--- src/rtl/seg_shift_driver_pkg.sv ---
// Shared definitions for the 7-segment serial driver.
// Holds the FSM encoding and frame geometry used by the driver and its bench.
package seg_shift_driver_pkg;

    localparam int FRAME_BITS = 64;
    localparam int SCAN_N     = 8;
    localparam int SCAN_W     = 3;
    localparam int BIT_W      = 6;

    typedef enum logic [2:0] {
        ST_IDLE   = 3'd0,
        ST_GATHER = 3'd1,
        ST_SHIFT  = 3'd2,
        ST_LATCH  = 3'd3,
        ST_DONE   = 3'd4
    } state_t;

    // Width of a counter able to hold 0..d.
    function automatic int cnt_w(input int d);
        return $clog2(d + 1);
    endfunction

endpackage

--- src/rtl/seg_shift_driver_if.sv ---
// Control/map-stage bundle for the segment serialiser.
// master: requester/map stage (drives start, seg_byte); slave: the driver.
interface seg_shift_driver_if;

    logic       start;
    logic [7:0] seg_byte;
    logic [2:0] scan;
    logic       busy;
    logic       done;

    modport master (
        output start,
        output seg_byte,
        input  scan,
        input  busy,
        input  done
    );

    modport slave (
        input  start,
        input  seg_byte,
        output scan,
        output busy,
        output done
    );

endinterface

--- src/rtl/seg_clk_div.sv ---
// Phase timer: tick is high on the last system clock of every DIV-clock phase.
// Ports: clk, rst_n, clr (sync clear), en (count enable), tick (phase end).
module seg_clk_div
    import seg_shift_driver_pkg::*;
#(
    parameter int DIV = 2
) (
    input  logic clk,
    input  logic rst_n,
    input  logic clr,
    input  logic en,
    output logic tick
);

    localparam int CW = cnt_w(DIV);
    localparam logic [CW-1:0] LAST = CW'(DIV - 1);

    logic [CW-1:0] cnt;

    assign tick = en && (cnt == LAST);

    // Reloads to zero at every phase boundary so each phase is exactly DIV long.
    always_ff @(posedge clk or negedge rst_n) begin
        if (!rst_n) begin
            cnt <= '0;
        end else if (clr || tick) begin
            cnt <= '0;
        end else if (en) begin
            cnt <= cnt + 1'b1;
        end
    end

endmodule

--- src/rtl/seg_shift_driver.sv ---
// Gathers eight scan bytes from the map stage into a 64-bit frame, shifts it
// out MSB-first on sclk/sdat and pulses sen. Ports: clk, rst_n, bus (start,
// seg_byte in; scan, busy, done out), sclk, sdat, sen. All outputs registered.
module seg_shift_driver
    import seg_shift_driver_pkg::*;
#(
    parameter int DIV  = 2,
    parameter bit AUTO = 1'b0
) (
    input  logic               clk,
    input  logic               rst_n,
    seg_shift_driver_if.slave  bus,
    output logic               sclk,
    output logic               sdat,
    output logic               sen
);

    state_t                  st_q, st_d;
    logic [SCAN_W-1:0]       scan_q, scan_d;
    logic [FRAME_BITS-1:0]   frame_q, frame_d;
    logic [BIT_W-1:0]        bit_q, bit_d, bit_nx;
    logic                    sclk_q, sclk_d;
    logic                    sdat_q, sdat_d;
    logic                    sen_q, sen_d;
    logic                    busy_q, busy_d;
    logic                    done_q, done_d;

    logic div_en;
    logic tick;
    logic go;
    logic last_scan;
    logic last_bit;

    assign div_en    = (st_q == ST_SHIFT) || (st_q == ST_LATCH);
    assign go        = bus.start || AUTO;
    assign last_scan = (scan_q == SCAN_W'(SCAN_N - 1));
    assign last_bit  = (bit_q == '1);
    assign bit_nx    = bit_q + 1'b1;

    seg_clk_div #(
        .DIV (DIV)
    ) u_div (
        .clk   (clk),
        .rst_n (rst_n),
        .clr   (!div_en),
        .en    (div_en),
        .tick  (tick)
    );

    always_ff @(posedge clk or negedge rst_n) begin
        if (!rst_n) begin
            st_q    <= ST_IDLE;
            scan_q  <= '0;
            frame_q <= '0;
            bit_q   <= '0;
            sclk_q  <= 1'b0;
            sdat_q  <= 1'b0;
            sen_q   <= 1'b0;
            busy_q  <= 1'b0;
            done_q  <= 1'b0;
        end else begin
            st_q    <= st_d;
            scan_q  <= scan_d;
            frame_q <= frame_d;
            bit_q   <= bit_d;
            sclk_q  <= sclk_d;
            sdat_q  <= sdat_d;
            sen_q   <= sen_d;
            busy_q  <= busy_d;
            done_q  <= done_d;
        end
    end

    always_comb begin
        st_d = st_q;
        unique case (st_q)
            ST_IDLE:   if (go) st_d = ST_GATHER;
            ST_GATHER: if (last_scan) st_d = ST_SHIFT;
            ST_SHIFT:  if (tick && sclk_q && last_bit) st_d = ST_LATCH;
            ST_LATCH:  if (tick) st_d = ST_DONE;
            ST_DONE:   st_d = AUTO ? ST_GATHER : ST_IDLE;
            default:   st_d = ST_IDLE;
        endcase
    end

    always_comb begin
        scan_d  = scan_q;
        frame_d = frame_q;
        bit_d   = bit_q;
        sclk_d  = sclk_q;
        sdat_d  = sdat_q;
        sen_d   = (st_d == ST_LATCH);
        done_d  = (st_d == ST_DONE);
        busy_d  = (st_d == ST_GATHER) || (st_d == ST_SHIFT) ||
                  (st_d == ST_LATCH);
        unique case (st_q)
            ST_IDLE: begin
                if (go) scan_d = '0;
            end
            ST_GATHER: begin
                frame_d[{scan_q, 3'b000} +: 8] = bus.seg_byte;
                scan_d = scan_q + 1'b1;
                // Bit 63 is arriving this cycle, so present it directly.
                if (last_scan) begin
                    sdat_d = bus.seg_byte[7];
                    sclk_d = 1'b0;
                    bit_d  = '0;
                end
            end
            ST_SHIFT: begin
                if (tick) begin
                    sclk_d = !sclk_q;
                    if (sclk_q) begin
                        bit_d = bit_nx;
                        // Next bit goes out on the falling edge; the last
                        // bit is held through LATCH.
                        if (!last_bit) sdat_d = frame_q[~bit_nx];
                    end
                end
            end
            ST_LATCH: begin
                sclk_d = 1'b0;
            end
            ST_DONE: begin
                scan_d = '0;
            end
            default: ;
        endcase
    end

    assign bus.scan = scan_q;
    assign bus.busy = busy_q;
    assign bus.done = done_q;
    assign sclk     = sclk_q;
    assign sdat     = sdat_q;
    assign sen      = sen_q;

endmodule

--- src/flat_wrapper.sv ---
// flat-port wrapper written by rule: the top's interface ports become plain ports
module seg_shift_driver_flat import seg_shift_driver_pkg::*;
#(
    parameter int DIV  = 2,
    parameter bit AUTO = 1'b0
)
  (clk, rst_n, sclk, sdat, sen, bus_start, bus_seg_byte, bus_scan, bus_busy, bus_done);
  seg_shift_driver_if bus_i ();
  input  logic clk;
  input  logic rst_n;
  output logic sclk;
  output logic sdat;
  output logic sen;
  input wire logic [$bits(bus_i.start)-1:0] bus_start;
  input wire logic [$bits(bus_i.seg_byte)-1:0] bus_seg_byte;
  output wire logic [$bits(bus_i.scan)-1:0] bus_scan;
  output wire logic [$bits(bus_i.busy)-1:0] bus_busy;
  output wire logic [$bits(bus_i.done)-1:0] bus_done;
  assign bus_i.start = bus_start;
  assign bus_i.seg_byte = bus_seg_byte;
  assign bus_scan = bus_i.scan;
  assign bus_busy = bus_i.busy;
  assign bus_done = bus_i.done;
  seg_shift_driver #(.DIV(DIV), .AUTO(AUTO)) u_core (.clk(clk), .rst_n(rst_n), .bus(bus_i), .sclk(sclk), .sdat(sdat), .sen(sen));
endmodule
--- config.mk ---
export PLATFORM = sky130hd
export DESIGN_NAME = seg_shift_driver_flat
export DESIGN_NICKNAME = d
export VERILOG_FILES = /design/src/rtl/seg_shift_driver_pkg.sv /design/src/rtl/seg_shift_driver_if.sv /design/src/rtl/seg_clk_div.sv /design/src/rtl/seg_shift_driver.sv /design/src/flat_wrapper.sv
export SDC_FILE = /design/constraint.sdc
export NUM_CORES = 1
export LEC_CHECK = 0
export ABC_CLOCK_PERIOD_IN_PS = 3850
export BUFFER_PORTS_ARGS = -buffer_cell sky130_fd_sc_hd__buf_4
export CAP_MARGIN = 20
export CORE_AREA = 4 4 84 86
export CTS_BUF_LIST = sky130_fd_sc_hd__clkbuf_2 sky130_fd_sc_hd__clkbuf_4 sky130_fd_sc_hd__clkbuf_8
export DETAILED_ROUTE_END_ITERATION = 12
export DIE_AREA = 0 0 88 90
export GPL_ROUTABILITY_DRIVEN = 0
export GPL_TIMING_DRIVEN = 0
export PLACE_DENSITY = 0.8
export SLEW_MARGIN = 20
export SYNTH_ARGS = -nofsm -noshare
export SYNTH_HDL_FRONTEND = slang
export SYNTH_HIERARCHICAL = 1
export SYNTH_SLANG_ARGS = --single-unit
--- constraint.sdc ---
create_clock -name clk -period 3.85 [get_ports clk]
set_input_delay 0.385 -clock clk [delete_from_list [all_inputs] [get_ports clk]]
set_output_delay 0.385 -clock clk [all_outputs]
set_load 0.05 [all_outputs]
==> metrics.md <==
| Metric | Value |
|---|---|
| Outcome | finished, final reports clean |
| Worst Setup Path Type | flip-flop to flip-flop |
| Crit path required time | 4120 ps |
| R2R cell count | 7 |
| Period minus WS final | about 2700 ps |
| CP arrival | 2990 ps |
| R2R setup slack | 1130 ps |
| Number of global-route vias before repair | 3077 |
| CP Max Fanout | 8 |
| HPWL Detailed | between 6000 and 7000 um |
| First-pass GRT wire length | between 15000 and 20000 um |
| Leading area contributor after synthesis | dfrtp_1 |
| Antenna cells | 0 |
| Fmax | around 370 MHz |
| Layout Area Growth over Synthesis | 11.7% |
| # rows | 29 |
| Count leader, synth | nand2_1 |
| Setup WS post-layout | ~1100 ps |
| RSZ-0062 raised after global routing | false |
| Final Skew | approximately 8 ps |
| Routed Antenna Nets | 0 |
| Met1 usage | between 30% and 40% |
| Placed cells | 500 |
| Cells after Synth | about 410 |
| Io pins | 19 |
| CP startpoint kind | flip-flop |
| Core Region | 0.00628 mm^2 |
| Pin count of the biggest net entering global routing | 84 |
| Yosys reg bits | a little over 80 |
| Tot Pwr | around 1.7 mW |
| Final slew viol count | 0 |
| Total grt overflow | 0 |
| Global Route Usage Sum | 25.2% |
| Die W | 88 um |
| Net Count, Synth | approximately 420 |
| Cell area after layout | 0.00464 mm^2 |
| Pre-Repair DR Iteration Count | 4 |
| Via density | 6.01 |
| Layout net count | 453 |
| Yosys top cell area share | between 50 and 60% |
| Netlist cell types | 37 |
| Asr flop ratio synth | between 90% and 100% |
| Reg clk slew, reported paths | roughly 80 ps |
| Sink Count | 83 |
| Post-detailed-route wirelength per cell | ~18 um |
| Clk_lat worst skew | approximately 350 ps |
| Most frequent cells after synthesis | nand2_1 (102), dfrtp_1 (83), o21ai_0 (66), mux2i_1 (39), nand3_1 (13) |
| Clock Path Buffers | 2 |
| Final hold violations | 0 |
| CTS Buf Count | 9 |
| Worst VDD drop | between 0.2 and 0.3 mV |
| Final Setup Violations | 0 |
| Via count | a little over 3000 |
| Starting Density | between 60% and 70% |
| Mapped cell area | between 0.004 and 0.005 mm^2 |
| Ys Warns | 6 |
| Area after DPL | 0.00438 mm^2 |
| Least-Margin Pin Slew | ~1100 ps |
| Primary FF master, synth | dfrtp_1 |
| Pleak | slightly above 2 nW |
| Routed Wire Length | ~9500 um |
| Slew HR | ~27% |
| DRC | 0 |
| Max-cap viol count | 0 |
| Port bufs | 18 |
| Cts hold-fix bufs | 0 |
| Util after Layout | about 74% |
| Non-Filler Instances | about 520 |
| Post-synthesis sequential area ratio | about half |
| Grt met2 use | a little over two fifths |
| CTS resizes | 0 |
| Setup TNS | 0 ps |
| Origin of the critical flop-to-flop path | u_core/bit_q[1] |
| Mean post-synth cell area | between 10 and 15 um^2 |
| Power Density | approximately 370 mW/mm^2 |
| Fin Hold WS | about 60 ps |
| Hold crit path type | primary input to async pin |
| Layout cells sized above 1 | 12.8% |
| H-Tree Depth | 3 |
| Final Cycle Share | a little over two thirds |
| Ranking of synthesized cells by area | dfrtp_1 (50%), mux2i_1 (9.4%), nand2_1 (9.2%), o21ai_0 (8.0%), mux4_1 (3.2%) |
| Die extent in y | 90 um |
| Die area | a little under 0.008 mm^2 |
| Initial antenna violation count | 0 |
| CP endpoint kind | flip-flop |
| R2R Path End | u_core/sdat |
| Postcts setup bufs | 0 |
| CTS tree | done |
| DRT iter0 DRCs | 178 |
| Root Driver | clkbuf_8 |
| Gr busiest metal | met2 |
| Pre-CTS WS | 1170 ps |
| Met3 Use GR | under 10% |
| EDFF count, synth | 0 |
## final cells by class
class | instances | area (um^2)
inverters | 7 | 26.3
clock buffers | 12 | 153
fillers | 489 | 1640
repair buffers | 18 | 139
clock inverters | 4 | 97.6
well taps | 77 | 96.3
flip-flops and latches | 83 | 2080
multi-input cells | 298 | 1920
plain buffers | 17 | 129
## critical path, cell delays in order (launching register included)
cell and delay [ps]:
dfrtp_1 410, ha_1 400, xor2_4 430, mux4_1 600, mux2i_1 250, mux2i_1 130
mux2_2 290, o221ai_2 130
## layout by cell type, fill, tap and decap left out, drive strengths merged
cell / n
o22ai: 1
and2: 2
a22o: 1
nand3: 13
bufinv: 3
or4b: 1
clkbuf: 23
a41oi: 1
ha: 8
a21oi: 7
o221ai: 1
and3: 1
clkinvlp: 1
or3b: 1
nor3: 4
o21ai: 66
nor2b: 4
nor2: 12
nand2: 102
or2: 1
dfrtp: 83
nand3b: 1
mux2: 9
mux2i: 39
inv: 7
a22oi: 2
nand2b: 2
buf: 24
xor2: 4
nor3b: 3
mux4: 8
o31ai: 3
a21o: 1
## flip-flops by register name, indices dropped and copies added (netlist names)
register and cells:
u_core/bus.scan 3, u_core/frame_q 64, u_core/st_q 3, u_core/bus.done 1
u_core/u_div/cnt 2, u_core/bit_q 6, u_core/sclk 1, u_core/bus.busy 1
u_core/sdat 1, u_core/sen 1
## power by group
part	total (mW)	switching, mW	internal, mW
sequential	0.884	0.00476	0.879
clock	0.767	0.303	0.464
combinational	0.0481	0.0325	0.0157
## metal layers
layer / vias to the layer above / share of wire [%]
li1: 1463 / -
met1: 1543 / 42
met2: 84 / 52
met3: 11 / 4.7
met4: 0 / 1.3
met5: - / 0
## logic make-up after synthesis
group	after synthesis	share of synthesized area [%]
xor+xnor	4	1.30
compound gates	83	10.8
mux	56	16.6
buf+inv	24	3.74
flops	83	50.0
simple gates	147	15.1
fa+ha+maj	8	2.41
## worst max path at each step
| stage | startpoint | end | slack, ps | cells after the start |
|---|---|---|---|---|
| finish | u_core/bit_q[1] | u_core/sdat | 1130 | 7 |
| global route | u_core/bus.scan[0] | u_core/frame_q[16] | 950 | 7 |
| CTS | u_core/bit_q[1] | u_core/sdat | 1130 | 7 |
| detailed placement | u_core/bit_q[1] | u_core/sdat | 1170 | 7 |
| global placement | u_core/bit_q[1] | u_core/sdat | 1220 | 7 |
| floorplan | u_core/bus.scan[0] | u_core/frame_q[38] | 1430 | 9 |
Note: power is estimated with default switching activity, not from simulation.
